==> src/rtl/aeolus_ctrl_pkg.sv <==
// Shared definitions for the Aeolus control path: sequencer state encoding,
// decoder opcode values and default widths.
package aeolus_ctrl_pkg;

    localparam int DEF_ADDR_WIDTH   = 4;
    localparam int DEF_OPCODE_WIDTH = 4;

    typedef enum logic [1:0] {
        ST_IDLE  = 2'd0,
        ST_RUN   = 2'd1,
        ST_PAUSE = 2'd2,
        ST_DONE  = 2'd3
    } seq_state_e;

    localparam logic [3:0] LDA  = 4'd0;
    localparam logic [3:0] LDB  = 4'd1;
    localparam logic [3:0] LDO  = 4'd2;
    localparam logic [3:0] LDSA = 4'd3;
    localparam logic [3:0] LDSB = 4'd4;
    localparam logic [3:0] LSH  = 4'd5;
    localparam logic [3:0] RSH  = 4'd6;
    localparam logic [3:0] CLR  = 4'd7;
    localparam logic [3:0] SNZA = 4'd8;
    localparam logic [3:0] SNZS = 4'd9;
    localparam logic [3:0] ADD  = 4'd10;
    localparam logic [3:0] SUB  = 4'd11;
    localparam logic [3:0] AND  = 4'd12;
    localparam logic [3:0] OR   = 4'd13;
    localparam logic [3:0] XOR  = 4'd14;
    localparam logic [3:0] INV  = 4'd15;

endpackage

==> src/rtl/program_mem.sv <==
// Program store: register array with one synchronous write port and one
// combinational read port. Contents are deliberately not reset so a program
// survives a sequencer reset.
module program_mem
    import aeolus_ctrl_pkg::*;
#(
    parameter int ADDR_WIDTH = DEF_ADDR_WIDTH,
    parameter int DATA_WIDTH = DEF_OPCODE_WIDTH
) (
    input  logic                  clk_i,
    input  logic                  we_i,
    input  logic [ADDR_WIDTH-1:0] waddr_i,
    input  logic [DATA_WIDTH-1:0] wdata_i,
    input  logic [ADDR_WIDTH-1:0] raddr_i,
    output logic [DATA_WIDTH-1:0] rdata_o
);

    localparam int DEPTH = 1 << ADDR_WIDTH;

    logic [DATA_WIDTH-1:0] mem_q [DEPTH];

    // Write port: a word written on one edge is readable from the next cycle on.
    always_ff @(posedge clk_i) begin
        if (we_i) begin
            mem_q[waddr_i] <= wdata_i;
        end
    end

    assign rdata_o = mem_q[raddr_i];

endmodule

==> src/rtl/instruction_sequencer.sv <==
// Program sequencer: issues stored opcodes in program order to the decoder,
// with run / pause / single-step / end-of-program control paced by TICK.
module instruction_sequencer
    import aeolus_ctrl_pkg::*;
#(
    parameter int ADDR_WIDTH   = DEF_ADDR_WIDTH,
    parameter int OPCODE_WIDTH = DEF_OPCODE_WIDTH
) (
    input  logic                    CLKin,
    input  logic                    RSTn,
    input  logic                    TICK,
    input  logic                    LOADen,
    input  logic [ADDR_WIDTH-1:0]   LOADaddr,
    input  logic [OPCODE_WIDTH-1:0] LOADdata,
    input  logic [ADDR_WIDTH-1:0]   progLast,
    input  logic                    RUN,
    input  logic                    STEP,
    input  logic                    HALT,
    output logic [OPCODE_WIDTH-1:0] instructionOut,
    output logic                    instrValid,
    output logic [ADDR_WIDTH-1:0]   PCout,
    output logic                    BUSY,
    output logic                    DONE
);

    seq_state_e              state_q, state_d;
    logic [ADDR_WIDTH-1:0]   pc_q, pc_d;
    logic [ADDR_WIDTH-1:0]   last_q, last_d;
    logic [OPCODE_WIDTH-1:0] instr_q, instr_d;
    logic                    valid_q, valid_d;
    logic                    busy_q, busy_d;
    logic                    done_q, done_d;

    logic                    mem_we;
    logic [ADDR_WIDTH-1:0]   rd_addr;
    logic [OPCODE_WIDTH-1:0] rd_data;
    logic                    restart;

    // A step from IDLE/DONE always restarts at address 0; otherwise read at PC.
    assign restart = (state_q == ST_IDLE) || (state_q == ST_DONE);
    assign rd_addr = restart ? '0 : pc_q;
    assign mem_we  = LOADen && (state_q != ST_RUN);

    program_mem #(
        .ADDR_WIDTH (ADDR_WIDTH),
        .DATA_WIDTH (OPCODE_WIDTH)
    ) u_program_mem (
        .clk_i   (CLKin),
        .we_i    (mem_we),
        .waddr_i (LOADaddr),
        .wdata_i (LOADdata),
        .raddr_i (rd_addr),
        .rdata_o (rd_data)
    );

    // Next-state logic; HALT masks RUN and STEP in every state.
    always_comb begin
        state_d = state_q;
        pc_d    = pc_q;
        last_d  = last_q;
        instr_d = instr_q;
        valid_d = 1'b0;
        case (state_q)
            ST_IDLE, ST_DONE: begin
                if (!HALT) begin
                    if (RUN) begin
                        pc_d    = '0;
                        last_d  = progLast;
                        state_d = ST_RUN;
                    end else if (STEP) begin
                        last_d  = progLast;
                        instr_d = rd_data;
                        valid_d = 1'b1;
                        if (progLast == '0) begin
                            pc_d    = '0;
                            state_d = ST_DONE;
                        end else begin
                            pc_d    = ADDR_WIDTH'(1);
                            state_d = ST_PAUSE;
                        end
                    end
                end
            end
            ST_RUN: begin
                if (HALT) begin
                    state_d = ST_PAUSE;
                end else if (TICK) begin
                    instr_d = rd_data;
                    valid_d = 1'b1;
                    if (pc_q == last_q) begin
                        state_d = ST_DONE;
                    end else begin
                        pc_d = pc_q + ADDR_WIDTH'(1);
                    end
                end
            end
            ST_PAUSE: begin
                if (!HALT) begin
                    if (RUN) begin
                        state_d = ST_RUN;
                    end else if (STEP) begin
                        instr_d = rd_data;
                        valid_d = 1'b1;
                        if (pc_q == last_q) begin
                            state_d = ST_DONE;
                        end else begin
                            pc_d = pc_q + ADDR_WIDTH'(1);
                        end
                    end
                end
            end
            default: begin
                state_d = ST_IDLE;
            end
        endcase
        busy_d = (state_d == ST_RUN);
        done_d = (state_d == ST_DONE);
    end

    // State, PC and registered outputs; reset clears everything but memory.
    always_ff @(posedge CLKin or negedge RSTn) begin
        if (!RSTn) begin
            state_q <= ST_IDLE;
            pc_q    <= '0;
            last_q  <= '0;
            instr_q <= '0;
            valid_q <= 1'b0;
            busy_q  <= 1'b0;
            done_q  <= 1'b0;
        end else begin
            state_q <= state_d;
            pc_q    <= pc_d;
            last_q  <= last_d;
            instr_q <= instr_d;
            valid_q <= valid_d;
            busy_q  <= busy_d;
            done_q  <= done_d;
        end
    end

    assign instructionOut = instr_q;
    assign instrValid     = valid_q;
    assign PCout          = pc_q;
    assign BUSY           = busy_q;
    assign DONE           = done_q;

endmodule
==> config.mk <==
export PLATFORM = sky130hd
export DESIGN_NAME = instruction_sequencer
export DESIGN_NICKNAME = d
export VERILOG_FILES = /design/src/rtl/aeolus_ctrl_pkg.sv /design/src/rtl/program_mem.sv /design/src/rtl/instruction_sequencer.sv
export SDC_FILE = /design/constraint.sdc
export NUM_CORES = 1
export LEC_CHECK = 0
export ABC_CLOCK_PERIOD_IN_PS = 2500
export CAP_MARGIN = 20
export CORE_MARGIN = 8
export CORE_UTILIZATION = 29
export DETAILED_ROUTE_END_ITERATION = 12
export GPL_ROUTABILITY_DRIVEN = 0
export PLACE_DENSITY = 0.49
export SLEW_MARGIN = 40
export SYNTH_ARGS = -nofsm -noshare
export SYNTH_HDL_FRONTEND = slang
export SYNTH_HIERARCHICAL = 1
export SYNTH_SLANG_ARGS = --single-unit
==> constraint.sdc <==
create_clock -name CLKin -period 2.5 [get_ports CLKin]
set_input_delay 0.5 -clock CLKin [delete_from_list [all_inputs] [get_ports CLKin]]
set_output_delay 0.5 -clock CLKin [all_outputs]
set_load 0.03 [all_outputs]
==> results of run 1 <==
==> stage by stage <==
step	cell area [um^2]	power, W	hold slack, ns	std cells	util, %
2_1_floorplan	3550	0.00300	0.204	225	-
4_1_cts	4470	0.00502	0.502	433	37.4
3_3_place_gp	4140	0.00354	0.490	417	34.6
3_5_place_dp	4140	0.00355	0.484	417	34.6
5_1_grt	4510	0.00532	0.520	437	37.7
6_report	4510	0.00502	0.501	437	37.7
==> layout make-up <==
type | instances | area, um^2 | share of cell area (%)
repair buffers | 56 | 505 | 11.2
well taps | 147 | 184 | 4.08
inverters | 6 | 22.5 | 0.500
multi-input cells | 131 | 1110 | 24.7
clock buffers | 9 | 225 | 5.00
clock inverters | 7 | 108 | 2.39
flip-flops and latches | 81 | 2350 | 52.1
==> sequential cells by signal, summed over array words and instances, names as in the netlist <==
signal               flops
BUSY                     1
DONE                     1
PCout                    4
instrValid               1
instructionOut           4
last_q                   4
state_q                  2
u_program_mem/mem_q     64
==> report_power, final <==
group | switching [W] | internal [W] | total [W]
combinational | 0.000955 | 0.000921 | 0.00188
sequential | 0.0000939 | 0.00160 | 0.00170
clock | 0.000554 | 0.000897 | 0.00145
==> timing repair <==
item	in CTS	in global routing
hold endpoints to repair	0	0
setup buffers	0	4
endpoints found under the setup margin	0	4
gates resized for setup	0	1
==> worst reg2reg max path, cell delays in order, from the launching register on <==
cell	delay (ns)
dfrtp_1	0.35
inv_1	0.07
ha_1	0.32
nor2b_2	0.16
buf_12	0.17
buf_4	0.13
mux4_1	0.59
nand2_1	0.08
nand3_1	0.08
mux2_2	0.27
==> per-layer routing <==
layer	track usage, %	wire length, um
met3	3.90	508
met1	11.4	3230
met2	16.4	3680
met5	0	0
met4	2.55	35
==> cell usage in the layout (no fill, tap or decap), types with 2 or more instances in the layout <==
master | netlist | layout
inv_8 | 0 | 3
clkbuf_16 | 0 | 9
dfrtp_1 | 17 | 17
nand2_1 | 19 | 19
or3_1 | 2 | 2
nor2_1 | 21 | 21
xor2_1 | 4 | 4
buf_4 | 0 | 26
nor2b_1 | 8 | 7
a21oi_1 | 5 | 5
mux4_2 | 2 | 2
a211oi_1 | 2 | 2
clkdlybuf4s50_1 | 0 | 29
mux4_1 | 14 | 14
nand2b_1 | 3 | 3
o21ai_0 | 5 | 5
a22oi_1 | 5 | 5
nor3_1 | 5 | 5
a31oi_1 | 2 | 2
nand3b_1 | 2 | 2
nor4_1 | 2 | 2
inv_1 | 5 | 5
nand3_1 | 10 | 10
bufinv_16 | 0 | 2
ha_1 | 3 | 3
mux2_2 | 4 | 4
edfxtp_1 | 64 | 64
==> logic make-up after synthesis <==
kind of cell	count (synthesis)	share of synthesized area, %
AND/OR/NAND/NOR	76	10.4
multiplexers	20	12.9
XOR/XNOR	5	1.23
flip-flops	81	66.1
buffers and inverters	13	2.50
adder cells (fa/ha/maj)	3	1.06
AO/OA/AOI/OAI	27	5.78
==> worst max-delay path by stage <==
stage / from / to / slack [ns] / depth (start not counted)
after global routing: state_q[0]$_DFF_PN0_ / instructionOut[0]$_DFFE_PN0P_ / 0.002 / 8
after CTS: state_q[0]$_DFF_PN0_ / instructionOut[1]$_DFFE_PN0P_ / 0.05 / 8
after detailed placement: state_q[0]$_DFF_PN0_ / instructionOut[1]$_DFFE_PN0P_ / 0.06 / 8
final: state_q[0]$_DFF_PN0_ / instructionOut[2]$_DFFE_PN0P_ / 0.16 / 9
after floorplan: state_q[0]$_DFF_PN0_ / instructionOut[2]$_DFFE_PN0P_ / 0.16 / 10
after global placement: state_q[0]$_DFF_PN0_ / instructionOut[2]$_DFFE_PN0P_ / 0.09 / 8
==> flow_metrics.env, run 1 <==
export IMPL_status="complete, no violations"
export IMPL_grt_overflow_total=0
export IMPL_syn_cell_area_mm2=0.00355
export IMPL_ys_flop_type="edfxtp_1"
export IMPL_crit_arrival_ns=2.55
export IMPL_worstSetupEndpointType="register"
export IMPL_setup_viol=0
export IMPL_finalMaxSlewViolations=0
export IMPL_netlist_top_cells_area="edfxtp_1, dfrtp_1, mux4_1, nor2_1, nand2_1"
export IMPL_synthCells=225
export IMPL_worst_pin_slew_ns=0.619
export IMPL_cts_tree="built"
export IMPL_slew_headroom_pct=58.6
export IMPL_grt_use_total_pct=9.80
export IMPL_ys_seq_area_share_pct=66.1
export IMPL_drtPass1Iterations=4
export IMPL_ant_nets=0
export IMPL_synth_common_cells="edfxtp_1, nor2_1, nand2_1"
export IMPL_hold_path_end="last_q[1]$_DFFE_PN0P_"
export IMPL_dieHeight_um=127
export IMPL_yosysTopAreaCell="edfxtp_1"
export IMPL_area_growth_pct=27.0
export IMPL_ys_ff_latch=81
export IMPL_rsz0062_at_grt="false"
export IMPL_grt_pass1_wl_um=11900
export IMPL_reg2reg_from="state_q[0]$_DFF_PN0_"
export IMPL_io_pins=30
export IMPL_clk_pin_slew_ns=0.06
export IMPL_skew_ns=0.00888
export IMPL_path_delay_family="multiplexers"
export IMPL_core_area_mm2=0.0120
export IMPL_cp_max_fo=14
export IMPL_hold_start="last_q[1]$_DFFE_PN0P_"
export IMPL_worstSkewPairLatency_ns=0.33
export IMPL_post_drt_wl_per_cell_um=17.1
export IMPL_required_ns=2.71
export IMPL_die_area_mm2=0.0160
export IMPL_hold_path_class="register to register"
export IMPL_rr_endpoint="instructionOut[2]$_DFFE_PN0P_"
export IMPL_holdPathStages=2
export IMPL_finalSetupTns_ns=0
export IMPL_clkSinkCount=81
export IMPL_grt_pass1_vias=2137
export IMPL_ctsHoldBuffers=0
export IMPL_portBuffers=29
export IMPL_rrSetupSlack_ns=0.16
export IMPL_cellPowerDensity_mw_per_mm2=1110
export IMPL_r2r_cells=9
export IMPL_h_tree_depth=3
export IMPL_drt_iter0_markers=102
export IMPL_timing_fmax_mhz=428
export IMPL_fill_cells=1115
export IMPL_via_count=2075
export IMPL_viasPerCell=4.75
export IMPL_drive_gt1_share_pct=20.0
export IMPL_path_cells="inv_1, ha_1, nor2b_2, buf_12, buf_4, mux4_1, nand2_1, nand3_1, mux2_2"
export IMPL_path_buf_inv=3
export IMPL_drv_cap=0
export IMPL_ir_drop_mv=0.353
export IMPL_diodes=0
export IMPL_wirelength_um=7460
export IMPL_synthArstFlopShare_pct=21.0
export IMPL_cts_buffer_depth=2
export IMPL_setup_slack_ns=0.164
export IMPL_grt_max_degree=18
export IMPL_place_ws_ns=0.0594
export IMPL_startpoint_type="register"
export IMPL_route_detailed_drc=0
export IMPL_synth_most_common_cell="edfxtp_1"
export IMPL_cp_slowest_stage_delay_ns=0.59
export IMPL_num_rows=40
export IMPL_synthDistinctLibCells=40
export IMPL_crit_slowest_cell="mux4_1"
export IMPL_path_class="register to register"
export IMPL_dpl_hpwl_um=5390
export IMPL_hold_viol=0
export IMPL_synth_warnings=6
export IMPL_root_buffer="clkbuf_16"
export IMPL_initial_core_util_pct=29.7
export IMPL_cts_buffers=9
export IMPL_fin_nets=307
export IMPL_avgSynthCellArea_um2=15.8
export IMPL_antenna_found_initial=0
export IMPL_fin_crit_ns=2.34
export IMPL_synth_top_area_share_pct=54.2
export IMPL_finalCritPeriodShare_pct=93.4
export IMPL_die_x_um=127
export IMPL_syn_nets=247
export IMPL_synth_edff_count=64
export IMPL_p_leak_nw=1.63
Power figures use the tool's default switching activity.
==> inputs of run 2 (changes only) <==
- SETUP_SLACK_MARGIN: not set -> 0.5
==> run 2 against run 1 <==
Net effect:
- clock skew is 0.0043 ns lower
- first-iteration DRC count is 36% higher
- worst setup slack better by 0.088 ns
- via count is 2.8% higher
- critical path depth is 1 lower
- wire length is 6.0% higher
- clock power is 13% lower
- largest power group unchanged
- highest routed layer unchanged
==> flow_metrics.env, run 2 (synthesized netlist as in run 1, its figures left out) <==
export IMPL_place_ws_ns=0.0440
export IMPL_reg2reg_from="state_q[0]$_DFF_PN0_"
export IMPL_fin_hold_ws_ns=0.502
export IMPL_antenna_found_initial=0
export IMPL_setup_slack_ns=0.252
export IMPL_area_growth_pct=31.2
export IMPL_final_common_cell="edfxtp_1"
export IMPL_ir_drop_mv=0.381
export IMPL_postLayoutCellArea_mm2=0.00465
export IMPL_timing_fmax_mhz=445
export IMPL_grt_max_degree=18
export IMPL_top_register="u_program_mem/mem_q"
export IMPL_root_buffer="clkbuf_16"
export IMPL_p_leak_nw=1.66
export IMPL_drt_iter0_markers=139
export IMPL_largest_reg_flops=64
export IMPL_ant_nets=0
export IMPL_cp_max_fo=7
export IMPL_grt_pass1_vias=2210
export IMPL_fin_crit_ns=2.25
export IMPL_drtPass1Iterations=4
export IMPL_rsz0062_at_grt="true"
export IMPL_r2r_cells=8
export IMPL_path_class="register to register"
export IMPL_drive_gt1_share_pct=32.8
export IMPL_hold_viol=0
export IMPL_via_count=2134
export IMPL_layout_common_cells="edfxtp_1, buf_4, clkdlybuf4s50_1"
export IMPL_portBuffers=29
export IMPL_required_ns=2.71
export IMPL_dieHeight_um=127
export IMPL_die_x_um=127
export IMPL_num_rows=40
export IMPL_drv_cap=0
export IMPL_cellPowerDensity_mw_per_mm2=1120
export IMPL_diodes=0
export IMPL_cts_tree="built"
export IMPL_finalMaxSlewViolations=0
export IMPL_clk_pin_slew_ns=0.06
export IMPL_rrSetupSlack_ns=0.25
export IMPL_wirelength_um=7910
export IMPL_cts_buffers=9
export IMPL_grt_pass1_wl_um=12500
export IMPL_grt_overflow_total=0
export IMPL_worstSkewPairLatency_ns=0.33
export IMPL_fin_nets=313
export IMPL_worst_pin_slew_ns=0.604
export IMPL_io_pins=30
export IMPL_worstSetupEndpointType="register"
export IMPL_setup_viol=0
export IMPL_skew_ns=0.00456
export IMPL_hold_start="last_q[2]$_DFFE_PN0P_"
export IMPL_grt_use_total_pct=10.1
export IMPL_rr_endpoint="instructionOut[1]$_DFFE_PN0P_"
export IMPL_cts_buffer_depth=2
export IMPL_path_delay_family="multiplexers"
export IMPL_post_drt_wl_per_cell_um=17.8
export IMPL_path_buf_inv=2
export IMPL_slew_headroom_pct=59.6
export IMPL_viasPerCell=4.82
export IMPL_route_detailed_drc=0
export IMPL_core_area_mm2=0.0120
export IMPL_startpoint_type="register"
export IMPL_dpl_hpwl_um=5440
export IMPL_path_cells="inv_2, ha_4, nor2b_4, clkbuf_16, mux4_2, a22oi_2, nand3_1, mux2_4"
export IMPL_postPlaceCellArea_mm2=0.00414
export IMPL_crit_slowest_cell="mux4_2"
export IMPL_cp_slowest_stage_delay_ns=0.55
export IMPL_hold_path_end="last_q[2]$_DFFE_PN0P_"
export IMPL_initial_core_util_pct=29.7
export IMPL_h_tree_depth=3
export IMPL_finalCritPeriodShare_pct=89.9
export IMPL_holdPathStages=2
export IMPL_clkSinkCount=81
export IMPL_crit_arrival_ns=2.46
export IMPL_finalSetupTns_ns=0
export IMPL_status="complete, no violations"
export IMPL_hold_path_class="register to register"
export IMPL_die_area_mm2=0.0160
export IMPL_ctsHoldBuffers=0
[run 2: cell count changes in the layout (fill, tap and decap cells not counted), moves of 4 or more]
cell / delta
nor3_1: -4
a22oi_1: -4
mux4_2: +12
mux4_1: -12
nor2_1: -6
clkdlybuf4s50_1: -5
a22oi_2: +4
[run 2: metrics by stage]
stage          std cells  total power, W  util, %
3_3_place_gp         413         0.00358     34.6
5_1_grt              443         0.00548     38.9
3_5_place_dp         413         0.00360     34.6
4_1_cts              438         0.00516     38.0
6_report             443         0.00520     38.9
2_1_floorplan        225         0.00306        -
[run 2: final cells by class]
class	instances	area, um^2
Timing Repair Buffer	62	581
Multi-Input combinational cell	131	1220
Inverter	6	22.5
Clock buffer	9	225
Tap cell	147	184
Clock inverter	7	73.8
Sequential cell	81	2350
Fill cell	1108	7310
[run 2: worst min-delay path, delay by kind of cell (launching register included)]
kind          cells  cell delay (ns)
flops             1             0.36
simple gates      2             0.11
[run 2: how the worst max path moves through the flow]
stage / from / to / slack, ns / cells past startpoint
3_3_place_gp: LOADen / u_program_mem/mem_q[1][1]$_DFFE_PP_ / 0.13 / 4
3_5_place_dp: LOADen / u_program_mem/mem_q[2][2]$_DFFE_PP_ / 0.04 / 4
5_1_grt: state_q[0]$_DFF_PN0_ / instructionOut[2]$_DFFE_PN0P_ / 0.18 / 8
2_1_floorplan: state_q[1]$_DFF_PN0_ / instructionOut[2]$_DFFE_PN0P_ / 0.26 / 9
6_report: state_q[0]$_DFF_PN0_ / instructionOut[1]$_DFFE_PN0P_ / 0.25 / 8
4_1_cts: state_q[0]$_DFF_PN0_ / instructionOut[1]$_DFFE_PN0P_ / 0.23 / 8
[run 2: layer usage]
metal	routed length, um	GRT usage, %	part of all wire [%]	up-vias
li1	-	-	-	1003
met1	3590	12.3	45	1062
met2	3720	16.0	47	60
met3	474	3.98	6.0	9
met4	115	2.90	1.5	0
met5	0	0	0	-
[run 2: what timing repair did]
action | in CTS | in global routing
endpoints found under the setup margin | 75 | 45
pin swaps | 7 | 9
resized for setup | 32 | 19
buffers inserted | 8 | 4
cloned | 1 | 1
[run 2: where the power goes]
part | switching (W) | internal (W)
Combinational | 0.00112 | 0.00112
Clock | 0.000558 | 0.000703
Sequential | 0.0000987 | 0.00160
==> inputs of run 3 (changes only) <==
- ABC_AREA: not set -> 0
==> results of run 3 <==
No change in the layout: final DEF, timing and power equal those of run 2.
